## src/rtl/imem_loader_pkg.sv

```systemverilog
// Shared processor constants and loader FSM encoding used by the
// instruction-memory loader and its byte packer.
package imem_loader_pkg;

  localparam int ADDR_W         = 4;
  localparam int IMEM_DEPTH     = 1 << ADDR_W;
  localparam int BYTES_PER_WORD = 4;
  localparam int WC_W           = 5;

  typedef enum logic [2:0] {
    ST_IDLE  = 3'd0,
    ST_LOAD  = 3'd1,
    ST_WRITE = 3'd2,
    ST_RUN   = 3'd3,
    ST_ERR   = 3'd4
  } ld_state_e;

  // A load request is legal only for 1..depth words.
  function automatic logic count_ok(input logic [WC_W-1:0] wc, input int depth);
    return (wc != '0) && (int'(wc) <= depth);
  endfunction

endpackage

```

## src/rtl/imem_loader_byte_packer.sv

```systemverilog
// Big-endian byte assembler: the first byte shifted in ends up in the
// top byte of the word once NBYTES bytes have been accepted.
module byte_packer
  import imem_loader_pkg::*;
#(
  parameter int NBYTES = BYTES_PER_WORD,
  parameter int CNT_W  = $clog2(NBYTES + 1)
) (
  input  logic                  clk,
  input  logic                  rst_n,
  input  logic                  clr,
  input  logic                  shift_en,
  input  logic [7:0]            byte_in,
  output logic [8*NBYTES-1:0]   word,
  output logic [CNT_W-1:0]      cnt,
  output logic                  full
);

  assign full = (cnt == CNT_W'(NBYTES));

  always_ff @(posedge clk or negedge rst_n) begin
    if (!rst_n) begin
      word <= '0;
      cnt  <= '0;
    end else if (clr) begin
      word <= '0;
      cnt  <= '0;
    end else if (shift_en && !full) begin
      word <= {word[8*NBYTES-9:0], byte_in};
      cnt  <= cnt + 1'b1;
    end
  end

endmodule

```

## src/rtl/imem_loader.sv

```systemverilog
// Streams bytes into instruction memory word by word, holding the CPU in
// reset until the requested number of words has been written.
module imem_loader #(
  parameter int ADDR_W     = imem_loader_pkg::ADDR_W,
  parameter int IMEM_DEPTH = imem_loader_pkg::IMEM_DEPTH
) (
  input  logic              clk,
  input  logic              rst,
  input  logic              start,
  input  logic [4:0]        word_count,
  input  logic              in_valid,
  input  logic [7:0]        in_byte,
  output logic              in_ready,
  output logic              imem_we,
  output logic [ADDR_W-1:0] imem_addr,
  output logic [31:0]       imem_wdata,
  output logic              cpu_rst_n,
  output logic              done,
  output logic              err
);
  import imem_loader_pkg::*;

  localparam int PK_CW = $clog2(BYTES_PER_WORD + 1);

  ld_state_e         state, state_nx;
  logic [ADDR_W-1:0] word_addr;
  logic [4:0]        words_done;
  logic [4:0]        wc_lat;
  logic              load_go;
  logic              byte_fire;
  logic              last_word;
  logic              cnt_good;
  logic [31:0]       pk_word;
  logic [PK_CW-1:0]  pk_cnt;
  logic              pk_full;
  logic              pk_clr;

  assign cnt_good  = count_ok(word_count, IMEM_DEPTH);
  assign byte_fire = in_ready && in_valid;
  assign last_word = ((words_done + 5'd1) == wc_lat);
  assign pk_clr    = load_go || (state == ST_WRITE);

  byte_packer #(.NBYTES(BYTES_PER_WORD), .CNT_W(PK_CW)) u_packer (
    .clk      (clk),
    .rst_n    (rst),
    .clr      (pk_clr),
    .shift_en (byte_fire),
    .byte_in  (in_byte),
    .word     (pk_word),
    .cnt      (pk_cnt),
    .full     (pk_full)
  );

  always_ff @(posedge clk or negedge rst) begin
    if (!rst) state <= ST_IDLE;
    else      state <= state_nx;
  end

  always_comb begin
    state_nx = state;
    load_go  = 1'b0;
    case (state)
      ST_IDLE, ST_RUN, ST_ERR: begin
        if (start) begin
          if (cnt_good) begin
            state_nx = ST_LOAD;
            load_go  = 1'b1;
          end else begin
            state_nx = ST_ERR;
          end
        end
      end
      ST_LOAD: begin
        if (byte_fire && (pk_cnt == PK_CW'(BYTES_PER_WORD - 1)))
          state_nx = ST_WRITE;
      end
      ST_WRITE: state_nx = last_word ? ST_RUN : ST_LOAD;
      default:  state_nx = ST_IDLE;
    endcase
  end

  // Address stops at the final word so a full-depth load never wraps to 0.
  always_ff @(posedge clk or negedge rst) begin
    if (!rst) begin
      word_addr  <= '0;
      words_done <= '0;
      wc_lat     <= '0;
    end else if (load_go) begin
      word_addr  <= '0;
      words_done <= '0;
      wc_lat     <= word_count;
    end else if (state == ST_WRITE) begin
      words_done <= words_done + 5'd1;
      if (!last_word) word_addr <= word_addr + 1'b1;
    end
  end

  assign in_ready   = (state == ST_LOAD);
  assign imem_we    = (state == ST_WRITE) && pk_full;
  assign imem_addr  = word_addr;
  assign imem_wdata = pk_word;
  assign cpu_rst_n  = (state == ST_RUN);
  assign done       = (state == ST_RUN);
  assign err        = (state == ST_ERR);

endmodule

```

## config.mk

```make
export PLATFORM = sky130hd
export DESIGN_NAME = imem_loader
export DESIGN_NICKNAME = d
export VERILOG_FILES = /design/src/rtl/imem_loader_pkg.sv /design/src/rtl/imem_loader_byte_packer.sv /design/src/rtl/imem_loader.sv
export SDC_FILE = /design/constraint.sdc
export NUM_CORES = 1
export LEC_CHECK = 0
export ABC_CLOCK_PERIOD_IN_PS = 2150
export BUFFER_PORTS_ARGS = -buffer_cell sky130_fd_sc_hd__clkbuf_2
export CORE_MARGIN = 3
export CORE_UTILIZATION = 53
export CTS_CLUSTER_SIZE = 20
export DETAILED_ROUTE_END_ITERATION = 16
export PLACE_DENSITY = 0.83
export SLEW_MARGIN = 25
export SYNTH_ARGS = -nofsm -noshare
export SYNTH_HDL_FRONTEND = slang
export SYNTH_SLANG_ARGS = --single-unit
```

## constraint.sdc

```tcl
create_clock -name clk -period 2.15 [get_ports clk]
set_clock_uncertainty 0.15 [all_clocks]
set_input_delay 0.215 -clock clk [delete_from_list [all_inputs] [get_ports clk]]
set_output_delay 0.215 -clock clk [all_outputs]
set_load 0.005 [all_outputs]
```

Word-level counts from Yosys, hierarchy flattened. Cells that the tools add are included.

Order comparisons: 1. Equality and inequality tests: 10. Reduce and logical (&&, ||, !) cells: 14. $add $sub $neg: 3. Multiplexer cells: 17.

Operators with widths (number): $mux W32 (2); $mux W3 (5); $mux W4 (3); $mux W5 (2); $eq A3 B2 Y1 const B (3); $pmux W3 S3 (1); $eq A3 B3 Y1 const B (2); $add A5 B1 Y5 const B (1); $eq A5 B5 Y1 (1); $le A5 B5 Y1 const B (1); $logic_and A1 B1 Y1 (5); $reduce_bool A5 Y1 (1); $add A4 B1 Y4 const B (1); $ne A2 B2 Y1 const B (2); $reduce_and A2 Y1 (2); $reduce_bool A2 Y1 (2); $add A3 B1 Y3 const B (1); $eq A3 B1 Y1 const B (1); $logic_not A3 Y1 (1); $mux W1 (3); $reduce_or A3 Y1 (1); $mux W2 (1); $ne A2 B1 Y1 const B (1); $logic_not A1 Y1 (1); $logic_or A1 B1 Y1 (1).

Flip-flop bits (word level): 52. Output and inout port bits: 41.

Logic depth before layout (Yosys ltp). Gate-level depths: netlist of the first run.

Depth in word-level cells: 7. Gate-level depth with buffers: 8. Gate-level depth less buffers: 6.

By module. Synthesis of the first run repeated with hierarchy kept, for this count alone.

Cells, all modules: 241. Area, all modules: 2666.3 sq um.

Modules (own cells, without submodules): byte_packer (instances 1, area each 1656.6 sq um, cells an instance 131); imem_loader (instances 1, area each 1009.7 sq um, cells an instance 110).

Worst setup path before layout of the first run. OpenSTA, ideal clock, no wires.

Path type: register to register. Start point: register words_done[0]. End point: register word_addr[2] (netlist: imem_addr[2]). Setup slack: 0.290 ns. Library setup time: 0.121 ns. Buffers on the path: 0. Cell stages (with the launch flop): 7. Required time: 1.879 ns. Clock period less this slack: 1.860 ns. Arrival: 1.589 ns. Cell sequence: dfrtp_1 ha_1 xor2_1 xnor2_1 a41oi_4 mux2i_1 a22o_1.

Longest elaborated chain between the ends: 4.

RTL lines: start, declared (RTL line imem_loader.sv:27) `logic [4:0] words_done;`; start signal, assigned (RTL line imem_loader.sv:93) `words_done <= words_done + 5'd1;`; $add A5 B1 Y5 (RTL line imem_loader.sv:40) `assign last_word = ((words_done + 5'd1) == wc_lat);`; $eq A5 B5 Y1 (RTL line imem_loader.sv:40); $ne A2 B2 Y1 (no source line); $reduce_and A2 Y1 (no source line); end signal, assigned (RTL line imem_loader.sv:94) `if (!last_word) word_addr <= word_addr + 1'b1;`; end, declared (RTL line imem_loader.sv:26) `logic [ADDR_W-1:0] word_addr;`.

Every way passes these cells. A chain may end at the register's enable or synchronous reset.

Worst setup path after layout of the first run. Ends and elaborated chain as after synthesis.

==> metrics.txt, run 1 <==
outcome=finished clean; post-placement worst setup slack=0.164 ns; Area Overhead vs Synth=24.5%; Reg clk slew, reported paths=approximately 0.09 ns; post-synthesis adder-cell area fraction=0.0259; die span in x=73.6 µm; Largest stage delay, worst path=0.44 ns; Yosys reg bits=52; Final setup viols=0; hold path startpoint=start; count of pins over their slew limit=0; Final ANT Viol Nets=0; global route overflow=0; Worst Hold Class=input port to flop; Synth Area in Compound Gates=0.124; Die Height=73.6 µm; area of the die=5410 µm²; Slowest-stage cell, CP=dfrtp_1; Fin. Hold Viols=0; global routing's busiest layer=met2; CTS Root Buffer Type=clkbuf_8; WP buf/inv=0; delay-heaviest family, CP=XOR/XNOR gates; DR vias/cell=5.30; mapped cell area=2420 µm²; worst setup margin=0.132 ns; Max clock buf depth=2; Ports=58; period utilisation layout=0.938; Post-Syn Instances=~260; WP data arrival=2.08 ns; Synth cell types=37; total core area=about 4200 µm²; Register Area=approximately 1300 µm²; worst IR drop on VDD=0.000636 V; XOR/XNOR share of the synthesized area=0.0471; TritonCTS clock tree=built; critical path startpoint category=flop; drt pass-1 iters=4; most common cell after layout, fill and taps aside=nand2_1; Initial Utilization=0.576; GP Congestion=0.854; routing usage on met2=0.329; Peak Freq=0.496 GHz; post-detail-place hpwl=approximately 3.4 mm; TritonCTS Buffers=5; MaxCap Viol Count=0; share of layout cells above drive strength 1=0.253; detailed-route via count=2025; Port-buffer cells=57; worst skew pair latency=0.31 ns; met3 GRT Util=0.0492; CP max FO=7; Starting DRT DRC Count=124; power per standard cell area=approximately 1100 nW/µm²; area leader, netlist=dfrtp_1; Lkg Pwr=1.47 nW; worst r2r path cells=6; multi-input logic area=1040 µm²; CP Data Required Time=2.21 ns; slew margin rel.=0.568; initial antenna violation count=0; worst reg2reg startpoint=words_done[0]; Worst-Margin Slew=~0.65 ns; Critical Path, Cell by Cell=ha_1, xor2_1, xnor2_1, a41oi_4, mux2i_1, a22o_1; DRC Markers=0; Net count, final=353; gr usage total=0.208; sequential share of the synthesized area=0.538; RSZ-0062 raised after global routing=no; Synth top area share=0.538; met1 Track Usage GR=0.273; commonest non-fill, non-tap cells in the layout=nand2_1 (92), clkbuf_2 (57), dfrtp_1 (52), a21oi_1 (35), dlygate4sd3_1 (14); number of diodes=0; simple-gate area share of the yosys netlist=0.214; main combinational cell family by area after synthesis=simple AND/OR/NAND/NOR gates; Setup Buffers After CTS=0; vias in the first global route=1910; most area-consuming cells after synthesis=dfrtp_1 (54%), nand2_1 (14%), a21oi_1 (7.2%); mux share of post-synthesis cell area=0.0124; Fin Setup TNS=0 ns; CP Launch Point=words_done[0]; WL per Instance=13.5 µm; largest net degree at the start of global routing=37; first-pass GRT wire length=8.73 mm; CP endpoint kind=flop; Fillers=317; syn nets=283; fin crit period=2.02 ns; Site Rows=23; WP depth=6; final WL=5.16 mm; Max H-tree Level=2; CTS sink count=52; hold depth=2; yosys warns=0; WS Path Type=flop to flop; mean cell area of the mapped netlist=about 9.3 µm²
## flip-flops by register name, summed over array words and instances (netlist names)
name and flops:
u_packer.cnt 3, wc_lat 5, u_packer.word 32, words_done 5, imem_addr 4, state 3
## layout make-up
type / count / area share
Sequential cell: 52 / 0.432
Timing Repair Buffer: 76 / 0.166
Multi-Input combinational cell: 192 / 0.346
Clock inverter: 2 / 0.00540
Clock buffer: 6 / 0.0241
Tap cell: 50 / 0.0208
Inverter: 4 / 0.00499
## worst paths after layout
path / end / slack (ns)
max reg2reg: imem_addr[2] / 0.13
max: imem_addr[2] / 0.13
min: state[2] / 0.06
min reg2reg: u_packer.word[26] / 0.38
min in group asynchronous: u_packer.word[7] / 0.31
max in group asynchronous: words_done[1] / 0.97
## what timing repair did
item,CTS,global route
endpoints found under the setup margin,0,20
resized for setup,0,3
hold endpoints to repair,37,0
hold buffers,14,0
## report_power, final
part / internal, mW / total [mW] / switching, mW
sequential: 1.30 / 1.56 / 0.262
combinational: 0.564 / 1.24 / 0.672
clock: 0.232 / 0.555 / 0.323
## cells by family after synthesis
| logic type | count (synthesis) |
|---|---|
| simple gates | 122 |
| flops | 52 |
| compound gates | 49 |
| buf+inv | 17 |
| xor+xnor | 13 |
| fa+ha+maj | 5 |
| mux | 3 |
## layer usage
metal  part of all wire  vias to the layer above
met5                  0                        -
met4              0.023                        0
met3              0.042                       11
met2               0.51                       50
met1               0.42                      963
li1                   -                     1001
## metrics by stage
stage	power, mW	instance area (µm²)	utilization	hold slack [ns]	cells
detailed placement	2.79	2760	0.658	0.110	360
global route	3.62	3010	0.717	0.0684	382
floorplan	2.31	2420	-	-0.231	261
finish	3.35	3010	0.717	0.0647	382
CTS	3.37	2990	0.712	0.0513	382
global placement	2.74	2760	0.658	0.111	360
## Yosys cell counts (all sizes together)
| master | instances |
|---|---|
| nand2 | 92 |
| dfrtp | 52 |
| a21oi | 35 |
| xnor2 | 10 |
| nor2 | 9 |
| clkbuf | 7 |
| buf | 6 |
| nand3 | 6 |
| ha | 5 |
| o21ai | 5 |
| inv | 4 |
| and2b | 3 |
| mux2i | 3 |
| xor2 | 3 |
| a21boi | 2 |
| and3 | 2 |
| or3 | 2 |
| a211oi | 1 |
| a21o | 1 |
| a22o | 1 |
| a31o | 1 |
| a41oi | 1 |
| and2 | 1 |
| nand2b | 1 |
| nand4 | 1 |
| nor2b | 1 |
| nor3b | 1 |
| nor4 | 1 |
| o21ba | 1 |
| o22ai | 1 |
| or2 | 1 |
| or2b | 1 |
Power figures use the tool's default switching activity.
==> inputs of run 2 (changes only) <==
--- a/config.mk
+++ b/config.mk
@@ -5,6 +5,7 @@
 export SDC_FILE = /design/constraint.sdc
 export NUM_CORES = 1
 export LEC_CHECK = 0
+export ABC_AREA = 1
 export ABC_CLOCK_PERIOD_IN_PS = 2150
 export BUFFER_PORTS_ARGS = -buffer_cell sky130_fd_sc_hd__clkbuf_2
 export CORE_MARGIN = 3
==> metrics.txt, run 2 <==
RSZ-0062 raised after global routing=no (unchanged); Fin. Hold Viols=0 (unchanged); Synth cell types=22 (was 37); syn nets=307 (was 283); met1 Track Usage GR=0.262 (was 0.273); outcome=finished clean (unchanged); Max clock buf depth=2 (unchanged); post-placement worst setup slack=0.329 ns (was 0.164 ns); total power=3.41 mW (was 3.35 mW); count of pins over their slew limit=0 (unchanged); mean cell area of the mapped netlist=8.39 µm² (was 9.27 µm²); area leader, netlist=dfrtp_1 (unchanged); worst IR drop on VDD=0.000725 V (was 0.000636 V); first-pass GRT wire length=8.60 mm (was 8.73 mm); synth cell count leaders=nand2_1 (139), dfrtp_1 (52), inv_1 (21), nand3_1 (19), nor2_1 (9) (was nand2_1 (92), dfrtp_1 (52), a21oi_1 (35), xnor2_1 (10), nor2_1 (9)); TritonCTS clock tree=built (unchanged); Max H-tree Level=2 (unchanged); vias in the first global route=1989 (was 1910); Post-Syn Instances=285 (was 261); total core area=4170 µm² (was 4200 µm²); Net count, final=378 (was 353); final WL=4.97 mm (was 5.16 mm); most common cell after layout, fill and taps aside=nand2_1 (unchanged); Peak Freq=0.502 GHz (was 0.496 GHz); WP data arrival=2.08 ns (about the same); CTS Root Buffer Type=clkbuf_8 (unchanged); Lkg Pwr=1.71 nW (was 1.47 nW); drt pass-1 iters=4 (unchanged); sequential share of the synthesized area=0.545 (was 0.538); critical path startpoint category=input port (was flop); biggest regs=u_packer.word: 32 flops, wc_lat: 5 flops, words_done: 5 flops (unchanged); post-detail-place hpwl=3.50 mm (was 3.44 mm); period utilisation layout=0.926 (was 0.938); max reg flops=32 (unchanged); met3 GRT Util=0.0523 (was 0.0492); worst skew pair latency=0.30 ns (was 0.31 ns); Util after Layout=0.704 (was 0.717); GP Congestion=0.867 (was 0.854); CP most frequent cell=nand2_1; Largest stage delay, worst path=0.54 ns (was 0.44 ns); Area Overhead vs Synth=22.9% (was 24.5%); routing usage on met2=0.347 (was 0.329); number of diodes=0 (unchanged); Site Rows=23 (unchanged); Reg clk slew, reported paths=0.09 ns (about the same); Initial Utilization=0.573 (was 0.576); die span in x=73.2 µm (was 73.6 µm); Worst-Margin Slew=0.482 ns (was 0.648 ns); Critical Path, Cell by Cell=dlygate4sd3_1, clkbuf_2, nor2_1, nand4_1, nand4_4, nand2_4, nor2_8, nand2_1, nand2_1 (was ha_1, xor2_1, xnor2_1, a41oi_4, mux2i_1, a22o_1); Yosys reg bits=52 (unchanged); CP endpoint kind=flop (unchanged); share of layout cells above drive strength 1=0.216 (was 0.253); Post-DP Area=2720 µm² (was 2760 µm²); Worst Hold Class=input port to flop (unchanged); detailed-route via count=2081 (was 2025); area of the die=5350 µm² (was 5410 µm²); Synth top area share=0.545 (was 0.538); most area-consuming cells after synthesis=dfrtp_1 (54%), nand2_1 (22%), nand3_1 (4.0%) (was dfrtp_1 (54%), nand2_1 (14%), a21oi_1 (7.2%)); yosys warns=0 (unchanged); initial antenna violation count=0 (unchanged); Slowest-stage cell, CP=dlygate4sd3_1 (was dfrtp_1); Top reg by flops=u_packer.word (unchanged); fin crit period=1.99 ns (was 2.02 ns); mapped cell area=2390 µm² (was 2420 µm²); power per standard cell area=1160 nW/µm² (was 1110 nW/µm²); Post-synth EDFFs=0 (unchanged); global route overflow=0 (unchanged); slew margin rel.=0.679 (was 0.568); Most used DFF post-synth=dfrtp_1 (unchanged); Port-buffer cells=57 (unchanged); global routing's busiest layer=met2 (unchanged); WS Path Type=input port to flop (was flop to flop); TritonCTS Buffers=5 (unchanged); worst setup margin=0.160 ns (was 0.132 ns); largest net degree at the start of global routing=35 (was 37); Setup Buffers After CTS=0 (unchanged); Final ANT Viol Nets=0 (unchanged); Starting DRT DRC Count=174 (was 124); DRC Markers=0 (unchanged); CP max FO=34 (was 7); commonest non-fill, non-tap cells in the layout=nand2_1 (139), clkbuf_2 (57), dfrtp_1 (52), inv_1 (21), nand3_1 (19) (was nand2_1 (92), clkbuf_2 (57), dfrtp_1 (52), a21oi_1 (35), dlygate4sd3_1 (14)); Fillers=291 (was 317); most numerous cell in the Yosys netlist=nand2_1 (unchanged); DR vias/cell=5.11 (was 5.30); CP Data Required Time=2.24 ns (was 2.21 ns); Fin Setup TNS=0 ns (unchanged); Ports=58 (unchanged); gr usage total=0.207 (was 0.208); Final setup viols=0 (unchanged); Die Height=73.2 µm (was 73.6 µm); MaxCap Viol Count=0 (unchanged); final instance area=2940 µm² (was 3010 µm²); WL per Instance=12.2 µm (was 13.5 µm); CTS sink count=52 (unchanged); FFs w/ async S/R, synth=1.00 (unchanged)
==> run 2: changes by cell type after synthesis, sizes merged, moves of 3 or more <==
cell / before / now
inv: 4 / 25
clkbuf: 7 / 0
xnor2: 10 / 0
and2b: 3 / 0
mux2i: 3 / 0
a21oi: 35 / 0
o21ai: 5 / 8
nand4: 1 / 6
nand2: 92 / 141
nand3: 6 / 19
==> run 2: path summary, 6_finish.rpt <==
check,from,slack (ns),end,cells past startpoint
setup / recovery,word_count[3],0.16,u_packer.word[3],9
hold / removal,word_count[0],0.06,wc_lat[0],3
setup reg to reg,words_done[0],0.31,imem_addr[3],9
hold reg to reg,u_packer.word[24],0.34,u_packer.word[24],2
max in group asynchronous,rst,1.06,state[1],3
min in group asynchronous,rst,0.25,u_packer.word[16],2
==> run 2: what timing repair did <==
| action | in CTS | in global routing |
|---|---|---|
| resized for setup | 0 | 0 |
| hold buffers | 11 | 0 |
| endpoints found under the hold margin | 28 | 0 |
==> run 2: final cells by class <==
| cell class | count | area, µm² | area share |
|---|---|---|---|
| sequential | 52 | 1300 | 0.443 |
| multi-input combinational | 200 | 933 | 0.318 |
| timing repair buffer | 72 | 438 | 0.149 |
| inverter | 25 | 93.8 | 0.0320 |
| clock buffer | 6 | 72.6 | 0.0247 |
| tap | 50 | 62.6 | 0.0213 |
| clock inverter | 2 | 35.0 | 0.0119 |
==> run 2: power by group <==
group / switching (mW) / internal (mW) / leakage [nW] / total [mW]
clock network: 0.304 / 0.346 / 0.0552 / 0.650
logic: 0.769 / 0.473 / 0.953 / 1.24
registers: 0.246 / 1.27 / 0.704 / 1.52
total: 1.32 / 2.09 / 1.71 / 3.41
==> run 2: routing by layer <==
metal / part of all wire / up-vias
met1: 0.43 / 975
met4: 0.015 / 0
met2: 0.49 / 72
met3: 0.068 / 9
met5: 0 / -
li1: - / 1025
==> run 2: through the flow <==
stage | hold WS [ns] | cells
global placement | 0.0480 | 388
finish | 0.0615 | 407
floorplan | -0.231 | 285
detailed placement | 0.0467 | 388
global route | 0.0574 | 407
CTS | 0.0483 | 407
==> run 2: kinds of logic after synthesis <==
family | synth area share
flip-flops | 0.545
buffers and inverters | 0.0649
AND/OR/NAND/NOR | 0.322
XOR/XNOR | 0.0147
AO/OA/AOI/OAI | 0.0278
adder cells (fa/ha/maj) | 0.0262
==> run 2: worst max-delay path: cells and delay by family <==
family / cells / cell delay (ns)
AND/OR/NAND/NOR: 7 / 1.20
buffers and inverters: 2 / 0.66
==> inputs of run 3 (changes only) <==
--- a/config.mk
+++ b/config.mk
@@ -8,7 +8,7 @@
 export ABC_AREA = 1
 export ABC_CLOCK_PERIOD_IN_PS = 2150
 export BUFFER_PORTS_ARGS = -buffer_cell sky130_fd_sc_hd__clkbuf_2
-export CORE_MARGIN = 3
+export CORE_MARGIN = 2
 export CORE_UTILIZATION = 53
 export CTS_CLUSTER_SIZE = 20
 export DETAILED_ROUTE_END_ITERATION = 16
==> metrics.txt, run 3 (synthesized netlist as in run 2, its figures left out) <==
outcome=finished clean (unchanged); worst IR drop on VDD=0.000610 V (was 0.000725 V); share of layout cells above drive strength 1=0.218 (was 0.216); TritonCTS clock tree=built (unchanged); Peak Freq=0.512 GHz (was 0.502 GHz); commonest non-fill, non-tap cells in the layout=nand2_1 (139), clkbuf_2 (57), dfrtp_1 (52), inv_1 (21), nand3_1 (19) (unchanged); Die Height=71.2 µm (was 73.2 µm); power per standard cell area=1150 nW/µm² (was 1160 nW/µm²); die span in x=71.2 µm (was 73.2 µm); total core area=4350 µm² (was 4170 µm²); Placed Cells=390 (was 388); MaxCap Viol Count=0 (unchanged); WL per Instance=12.2 µm (about the same); Largest stage delay, worst path=0.53 ns (was 0.54 ns); Final setup viols=0 (unchanged); Fin Setup TNS=0 ns (unchanged); Fin. Hold Viols=0 (unchanged); final WL=4.97 mm (about the same); area of the die=5060 µm² (was 5350 µm²); Post-DP Area=2710 µm² (was 2720 µm²); CP most frequent cell=nand2_1 (unchanged); critical path startpoint category=input port (unchanged); Lkg Pwr=1.70 nW (was 1.71 nW); WP buf/inv=2 (unchanged); hold depth=3 (unchanged); drt pass-1 iters=4 (unchanged); Util after Layout=0.669 (was 0.704); Worst Hold Class=input port to flop (unchanged); WP data arrival=2.05 ns (was 2.08 ns); Port-buffer cells=57 (unchanged); post-route insts no fill=409 (was 407); biggest regs=u_packer.word: 32 flops, wc_lat: 5 flops, words_done: 5 flops (unchanged); Slowest-stage cell, CP=dlygate4sd3_1 (unchanged); fin crit period=1.95 ns (was 1.99 ns); Reg clk slew, reported paths=0.09 ns (about the same); WP depth=9 (unchanged); period utilisation layout=0.909 (was 0.926); DRC Markers=0 (unchanged); CTS resizes=0 (unchanged); Starting DRT DRC Count=220 (was 174); hold_ws=0.00254 ns (was 0.0615 ns); global route overflow=0 (unchanged); final instance area=2910 µm² (was 2940 µm²); Max clock buf depth=2 (unchanged); CP endpoint kind=flop (unchanged); vias in the first global route=1908 (was 1989); CP Data Required Time=2.25 ns (was 2.24 ns); Site Rows=24 (was 23); Final ANT Viol Nets=0 (unchanged); worst skew pair latency=0.30 ns (about the same); CP max FO=17 (was 34); most common cell after layout, fill and taps aside=nand2_1 (unchanged); post-placement worst setup slack=0.337 ns (was 0.329 ns); count of pins over their slew limit=0 (unchanged); max reg flops=32 (unchanged); largest net degree at the start of global routing=53 (was 35); Net count, final=378 (unchanged); initial antenna violation count=0 (unchanged); DR vias/cell=4.99 (was 5.11); WS Path Type=input port to flop (unchanged); gr usage total=0.213 (was 0.207); Critical Path, Cell by Cell=dlygate4sd3_1, clkbuf_2, nor2_1, nand4_1, nand4_4, nand2_4, nor2_4, nand2_1, nand2_1 (was dlygate4sd3_1, clkbuf_2, nor2_1, nand4_1, nand4_4, nand2_4, nor2_8, nand2_1, nand2_1); RSZ-0062 raised after global routing=no (unchanged); GP Congestion=0.833 (was 0.867); detailed-route via count=2042 (was 2081); Max H-tree Level=2 (unchanged); total power=3.35 mW (was 3.41 mW); CTS Root Buffer Type=clkbuf_8 (unchanged); worst setup margin=0.196 ns (was 0.160 ns); worst r2r path cells=8 (was 9); delay-heaviest family, CP=simple AND/OR/NAND/NOR gates (unchanged); TritonCTS Buffers=5 (unchanged); CTS sink count=52 (unchanged); number of diodes=0 (unchanged); Setup Buffers After CTS=0 (unchanged); Worst-Margin Slew=0.633 ns (was 0.482 ns); Ports=58 (unchanged); Top reg by flops=u_packer.word (unchanged); first-pass GRT wire length=8.49 mm (was 8.60 mm); post-detail-place hpwl=3.42 mm (was 3.50 mm); slew margin rel.=0.578 (was 0.679); Initial Utilization=0.549 (was 0.573); Area Overhead vs Synth=21.9% (was 22.9%)
## run 3: report_power, final
| part | switching [mW] | internal, mW | total [mW] | leakage [nW] |
|---|---|---|---|---|
| Clock | 0.301 | 0.262 | 0.563 | 0.0445 |
| Sequential | 0.246 | 1.27 | 1.52 | 0.704 |
| Combinational | 0.794 | 0.482 | 1.28 | 0.948 |
| Total | 1.34 | 2.01 | 3.35 | 1.70 |
## run 3: path summary, 6_finish.rpt
check,slack [ns],start,endpoint
hold / removal,0.003,word_count[3],wc_lat[3]
setup reg to reg,0.29,state[1],u_packer.word[20]
max in group asynchronous,1.03,rst,state[1]
min in group asynchronous,0.40,rst,imem_addr[2]
setup / recovery,0.20,word_count[2],u_packer.word[24]
hold reg to reg,0.33,u_packer.word[31],u_packer.word[31]
## run 3: area by class of cell
cell class	instances	area [µm²]
clock buffer	7	86.3
tap	52	65.1
clock inverter	1	7.51
timing repair buffer	71	415
inverter	25	93.8
sequential	52	1300
multi-input combinational	201	945
fill	341	1440
## run 3: metal layers
| layer | global-route usage | routed length [µm] | up-vias |
|---|---|---|---|
| li1 | - | - | 1025 |
| met1 | 0.296 | 2200 | 943 |
| met2 | 0.338 | 2440 | 68 |
| met3 | 0.0413 | 276 | 6 |
| met4 | 0.0671 | 59 | 0 |
| met5 | 0 | 0 | - |
## run 3: what timing repair did
| action | CTS | global route |
|---|---|---|
| endpoints found under the setup margin | 0 | 6 |
| hold endpoints to repair | 61 | 0 |
| hold buffers | 10 | 0 |
## run 3: worst min-delay path, cell delays in order
cell and delay, ns:
clkbuf_2 0.09, nand2_1 0.04, o21ai_0 0.06
